### config.mk
export PLATFORM = sky130hd
export DESIGN_NAME = mixer4_sequencer_flat
export DESIGN_NICKNAME = d
export VERILOG_FILES = /design/src/rtl/mixer4_sequencer_if.sv /design/src/rtl/mixer4_sequencer.sv /design/src/flat_wrapper.sv
export SDC_FILE = /design/constraint.sdc
export NUM_CORES = 1
export LEC_CHECK = 0
export CELL_PAD_IN_SITES_DETAIL_PLACEMENT = 1
export CELL_PAD_IN_SITES_GLOBAL_PLACEMENT = 1
export CORE_MARGIN = 2
export CORE_UTILIZATION = 32
export DETAILED_ROUTE_END_ITERATION = 10
export GPL_TIMING_DRIVEN = 0
export HOLD_SLACK_MARGIN = 0.03
export PLACE_DENSITY = 0.69
export SKIP_CTS_REPAIR_TIMING = 1
export SLEW_MARGIN = 40
export SYNTH_ARGS = -nofsm -noshare
export SYNTH_HDL_FRONTEND = slang
export SYNTH_SLANG_ARGS = --single-unit
### constraint.sdc
create_clock -name bclk -period 8 [get_ports bclk]
set_input_delay 2.4 -clock bclk [delete_from_list [all_inputs] [get_ports bclk]]
set_output_delay 2.4 -clock bclk [all_outputs]
set_load 0.1 [all_outputs]
### src/rtl/mixer4_sequencer_if.sv
// mixer4_sequencer_if: config write bus and mixed-sample output bus of the mixer.
//   cfg_we/cfg_addr/cfg_gain/cfg_mute : shadow configuration write (master drives)
//   out/out_valid                     : mixed sample and its one-cycle strobe (slave drives)
interface mixer4_sequencer_if #(
    parameter int BITSIZE  = 16,
    parameter int GAINBITS = 8
);
    logic                      cfg_we;
    logic [1:0]                cfg_addr;
    logic [GAINBITS-1:0]       cfg_gain;
    logic                      cfg_mute;
    logic signed [BITSIZE-1:0] out;
    logic                      out_valid;
    modport master (output cfg_we, cfg_addr, cfg_gain, cfg_mute, input out, out_valid);
    modport slave  (input cfg_we, cfg_addr, cfg_gain, cfg_mute, output out, out_valid);
endinterface

### src/rtl/mixer4_sequencer.sv
// mixer4_sequencer: frame-synchronous 4-channel gain/mute mixer sharing one MAC.
//   bclk, reset_n : clock and synchronous active-low reset
//   lrclk         : frame clock; a rising edge starts a frame
//   in1..in4      : signed channel samples, captured at frame start
//   bus           : config writes in, mixed sample and strobe out
//   busy          : frame in progress (through the strobe cycle)
//   overrun       : sticky, a frame edge arrived while busy
module mixer4_sequencer #(
    parameter int BITSIZE  = 16,
    parameter int GAINBITS = 8
) (
    input  logic                      bclk,
    input  logic                      reset_n,
    input  logic                      lrclk,
    input  logic signed [BITSIZE-1:0] in1,
    input  logic signed [BITSIZE-1:0] in2,
    input  logic signed [BITSIZE-1:0] in3,
    input  logic signed [BITSIZE-1:0] in4,
    mixer4_sequencer_if.slave         bus,
    output logic                      busy,
    output logic                      overrun
);
    localparam int AW = BITSIZE + GAINBITS + 3;
    localparam int PW = BITSIZE + GAINBITS + 1;
    localparam logic [GAINBITS-1:0] GDEF = GAINBITS'(1 << (GAINBITS - 2));
    localparam logic signed [AW-1:0] SMAX = {{(GAINBITS + 4){1'b0}}, {(BITSIZE - 1){1'b1}}};
    localparam logic signed [AW-1:0] SMIN = ~SMAX;
    typedef enum logic [1:0] {IDLE, MAC, OUT} state_t;
    state_t state, state_nx;
    logic lr_d, start;
    logic signed [BITSIZE-1:0] smp [4];
    // {mute, gain} per channel
    logic [GAINBITS:0] shadow [4];
    logic [GAINBITS:0] active [4];
    logic signed [AW-1:0] acc, term, shifted;
    logic signed [PW-1:0] prod;
    logic signed [BITSIZE-1:0] sat;
    logic [1:0] idx;
    assign start = lrclk & ~lr_d;
    assign busy  = (state != IDLE) | bus.out_valid;
    always_comb begin
        prod     = PW'(smp[idx]) * PW'($signed({1'b0, active[idx][GAINBITS-1:0]}));
        term     = active[idx][GAINBITS] ? '0 : AW'(prod);
        // arithmetic shift floors the full-precision sum
        shifted  = acc >>> GAINBITS;
        sat      = (shifted > SMAX) ? BITSIZE'(SMAX) :
                   (shifted < SMIN) ? BITSIZE'(SMIN) : shifted[BITSIZE-1:0];
        state_nx = (state == IDLE) ? (start ? MAC : IDLE) :
                   (state == MAC)  ? ((idx == 2'd3) ? OUT : MAC) : IDLE;
    end
    always_ff @(posedge bclk) begin
        if (!reset_n) begin
            state         <= IDLE;
            lr_d          <= 1'b1;
            acc           <= '0;
            idx           <= '0;
            bus.out       <= '0;
            bus.out_valid <= 1'b0;
            overrun       <= 1'b0;
            for (int i = 0; i < 4; i++) begin
                shadow[i] <= {1'b0, GDEF};
                active[i] <= {1'b0, GDEF};
                smp[i]    <= '0;
            end
        end else begin
            state         <= state_nx;
            lr_d          <= lrclk;
            bus.out_valid <= (state == OUT);
            if (bus.cfg_we)
                shadow[bus.cfg_addr] <= {bus.cfg_mute, bus.cfg_gain};
            if (start && state != IDLE)
                overrun <= 1'b1;
            // active takes the pre-write shadow; a same-cycle write applies next frame
            if (start && state == IDLE) begin
                smp    <= '{in1, in2, in3, in4};
                active <= shadow;
                acc    <= '0;
                idx    <= '0;
            end
            if (state == MAC) begin
                acc <= acc + term;
                idx <= idx + 2'd1;
            end
            if (state == OUT)
                bus.out <= sat;
        end
    end
endmodule

### src/flat_wrapper.sv
// flat-port wrapper written by rule: the top's interface ports become plain ports
module mixer4_sequencer_flat 
#(
    parameter int BITSIZE  = 16,
    parameter int GAINBITS = 8
)
  (bclk, reset_n, lrclk, in1, in2, in3, in4, busy, overrun, bus_cfg_we, bus_cfg_addr, bus_cfg_gain, bus_cfg_mute, bus_out, bus_out_valid);
  mixer4_sequencer_if #(.BITSIZE(BITSIZE), .GAINBITS(GAINBITS)) bus_i ();
  input  logic bclk;
  input  logic reset_n;
  input  logic lrclk;
  input  logic signed [BITSIZE-1:0] in1;
  input  logic signed [BITSIZE-1:0] in2;
  input  logic signed [BITSIZE-1:0] in3;
  input  logic signed [BITSIZE-1:0] in4;
  output logic busy;
  output logic overrun;
  input wire logic [$bits(bus_i.cfg_we)-1:0] bus_cfg_we;
  input wire logic [$bits(bus_i.cfg_addr)-1:0] bus_cfg_addr;
  input wire logic [$bits(bus_i.cfg_gain)-1:0] bus_cfg_gain;
  input wire logic [$bits(bus_i.cfg_mute)-1:0] bus_cfg_mute;
  output wire logic [$bits(bus_i.out)-1:0] bus_out;
  output wire logic [$bits(bus_i.out_valid)-1:0] bus_out_valid;
  assign bus_i.cfg_we = bus_cfg_we;
  assign bus_i.cfg_addr = bus_cfg_addr;
  assign bus_i.cfg_gain = bus_cfg_gain;
  assign bus_i.cfg_mute = bus_cfg_mute;
  assign bus_out = bus_i.out;
  assign bus_out_valid = bus_i.out_valid;
  mixer4_sequencer #(.BITSIZE(BITSIZE), .GAINBITS(GAINBITS)) u_core (.bclk(bclk), .reset_n(reset_n), .lrclk(lrclk), .in1(in1), .in2(in2), .in3(in3), .in4(in4), .bus(bus_i), .busy(busy), .overrun(overrun));
endmodule
==> results by group <==
Status
  – Status: finished clean

Timing
  – Worst Clk Skew: about 0.011 ns
  – Post-route setup TNS: 0 ns
  – Slew Viols, Final: 0
  – Setup ws final: between 0.2 and 0.25 ns
  – Post-layout min period: approximately 7.8 ns
  – Final Cycle Share: 97.47%
  – Count of final setup violators: 0
  – Max Freq: around 0.13 GHz
  – Slew HR: 46.52%
  – Worst Tran Pin Value: around 0.8 ns
  – Final hold vios: 0

Worst setup path
  – WS Path Type: reg -> reg
  – CP Max Fanout: 8
  – Worst reg-to-reg path cell count: 30
  – Max stage delay on crit path: just over 0.6 ns
  – Startpoint types: register
  – WP data required: roughly 8.4 ns
  – Reg-to-reg startpoint: u_core.idx[0]
  – Setup crit end kind: register
  – Slack of the worst reg-to-reg path: between 0.2 and 0.25 ns
  – R2R Path End: u_core.acc[25]
  – Worst path slowest cell: mux4_2
  – Crit path DAT: 8.19 ns

GRT
  – Total track usage: roughly a fifth
  – Largest net degree at the start of global routing: 17
  – Initial antenna violation count: 1
  – Vias in the first global route: 11.48k
  – First-pass GRT wire length: a little over 60000 µm
  – Grt total ovfl: 0

Detailed routing
  – Drt first pass iters: 4
  – Routed WL per cell: 17.83 µm
  – Drt initial violations: 471
  – Residual DRC: 0
  – Vias per inst: about 5
  – Via count: around 11k
  – Post-route ant nets: 0
  – Final WL: 40200 µm

Place
  – Placed Cells incl. Taps: around 2.2k
  – Post-DP HPWL: roughly 30000 µm
  – Port bufs: 96
  – Placement Setup Slack: -1.403 ns
  – GPL Wtd Cong: ~0.84

Yosys
  – Top post-synthesis cells by area: dfxtp_1 (29%), fa_1 (16%), nand2_1 (10%), ha_1 (7.4%), a21oi_1 (6.6%)
  – Synth unique cells: 53
  – Cell count after synthesis: between 1.5k and 2k
  – Post-Syn Area per Cell: 8.296 µm²
  – Number of enable flip-flop cells after synthesis: 0
  – Sequential fraction of the synthesis area: 28.79%
  – Share of the synthesized area in the top cell type: 28.79%
  – Number of synthesized register bits: 186
  – Top_reg_cell synth: dfxtp_1
  – Synth area leader: dfxtp_1
  – Post-Syn Area: ~0.013 mm²
  – Synth warn: 0
  – Synth async-reset ratio: 0%
  – Mapped Nets: 1817

Die
  – Horiz. Die Dim: about 210 µm
  – # IOs: 98
  – Initial Util: 32.48%
  – Row Count: 73
  – Height of the die: 205.0 µm
  – Core area: 0.03982 mm²
  – Die area: around 0.042 mm²

Finish
  – Nets: a little under 2k
  – Final cell count without fillers: 2254
  – Register area: approximately 0.0037 mm²
  – Number of fill cells: 4828
  – Share of cells above drive strength 1: 10.47%
  – Synth-to-layout area growth: 21.97%
  – Inserted Diodes: 0
  – Combined area of the multi-input logic cells: about 0.0085 mm²

Clocking
  – Clock slew at reported path FFs: 0.07 ns
  – H-tree Lvls: 4
  – CTS sink count: 186
  – CTS tree: yes
  – Clk root buf: clkbuf_16
  – Clk_lat worst skew: about 0.46 ns
  – Total CTS buffers: 17
  – Clock buffer depth: 2

Worst hold path
  – Hold path cells: 2
  – Hold path start: u_core.bus.out[5]
  – Worst Hold Class: reg -> reg
  – Hold worst-path end: u_core.bus.out[5]

Power
  – Leak: a little under 0.007 µW
  – Pwr/cell area: approximately 130 mW/mm²
  – Max VDD drop: around 0.15 mV

Run
  – Max-cap violations: 0
[report_power, final]
| part | switching, µW | total [µW] | internal, µW | leakage, µW |
|---|---|---|---|---|
| Combinational | 140 | 244 | 104 | 0.00501 |
| Sequential | 13.3 | 960 | 946 | 0.00151 |
| Clock | 392 | 870 | 478 | 0.000279 |
[kinds of logic after synthesis]
group | share of synthesized area [%]
and+or+nand+nor | 19.49
AOI/OAI and AO/OA | 12.50
buffers and inverters | 7.168
DFF | 28.79
adders and majority gates | 23.38
muxes | 6.095
xor gates and xnor gates | 2.573
[worst max path at each step]
| stage | cells past startpoint | slack (ns) | startpoint | to |
|---|---|---|---|---|
| 6_report | 30 | 0.20 | u_core.idx[0] | u_core.acc[25] |
| 5_1_grt | 31 | -0.09 | u_core.idx[0] | u_core.acc[25] |
| 4_1_cts | 30 | -1.42 | u_core.idx[1] | u_core.acc[25] |
| 3_5_place_dp | 30 | -1.40 | u_core.idx[1] | u_core.acc[25] |
| 3_3_place_gp | 30 | -1.26 | u_core.idx[1] | u_core.acc[25] |
| 2_1_floorplan | 31 | 0.11 | u_core.idx[0] | u_core.acc[25] |
[stage by stage]
| stage | cell area [µm²] | hold slack [ns] | util, % | power, µW |
|---|---|---|---|---|
| after floorplan | 12940 | 0.4312 | - | 1099 |
| after global placement | 14560 | 0.4379 | 36.55 | 1198 |
| after detailed placement | 14460 | 0.4420 | 36.32 | 1204 |
| after CTS | 15050 | 0.4521 | 37.80 | 2069 |
| after global routing | 15780 | 0.4744 | 39.61 | 2146 |
| final | 15780 | 0.4523 | 39.61 | 2074 |
[Yosys cell counts, drive strengths merged, types with 10 or more instances]
master / number
nand3: 31
o21ai: 40
and2: 64
nor3: 10
fa: 103
mux2i: 21
a21oi: 171
a31oi: 10
nor2b: 12
ha: 76
inv: 173
dfxtp: 186
xnor2: 29
nand2: 349
nor2: 77
nand2b: 10
mux4: 25
clkbuf: 70
a21o: 16
[final cells by class]
type | count | share of cell area (%)
Buffer | 74 | 2.538
Tap cell | 525 | 4.164
Clock buffer | 19 | 2.871
Sequential cell | 186 | 23.63
Timing Repair Buffer | 140 | 8.146
Multi-Input combinational cell | 1126 | 53.68
Clock inverter | 11 | 0.8566
Inverter | 173 | 4.116
[sequential cells by signal (all words and copies together), names as in the netlist]
name / count
u_core.idx: 2
u_core.acc: 27
u_core.lr_d: 1
u_core.active: 36
u_core.state: 2
u_core.smp: 64
u_core.bus.out: 16
u_core.shadow: 36
u_core.overrun: 1
u_core.bus.out_valid: 1
[placed cells by master, fill, tap and decap left out, types with 8 or more instances in the layout]
cell type / n
buf_2: 20
nor2_1: 77
mux2i_1: 20
nor2b_1: 11
xor2_1: 9
and2_1: 60
a21oi_1: 168
dfxtp_1: 185
a21o_1: 16
nand3_1: 31
clkdlybuf4s50_1: 77
o21ai_1: 14
a211oi_1: 8
clkbuf_16: 20
nand2_1: 345
nand2b_1: 9
a31oi_1: 9
mux4_2: 25
o21ai_0: 26
nor3_1: 10
xnor2_1: 28
ha_1: 70
fa_1: 99
inv_1: 166
clkbuf_1: 53
buf_4: 40
[metal layers]
metal	vias up	track usage, %	wire (µm)
li1	5385	-	-
met1	5595	24.81	18360
met2	148	32.36	19930
met3	49	2.243	955
met4	0	6.629	947
met5	-	0	0
[critical path, delay by kind of cell (launching register included)]
kind / cells / cell delay (ns)
buffers and inverters: 5 / 0.60
adders and majority gates: 7 / 2.57
xor gates and xnor gates: 2 / 0.29
AOI/OAI and AO/OA: 9 / 2.25
muxes: 1 / 0.62
DFF: 1 / 0.38
and+or+nand+nor: 6 / 1.00
(Power assumes the default switching activity.)
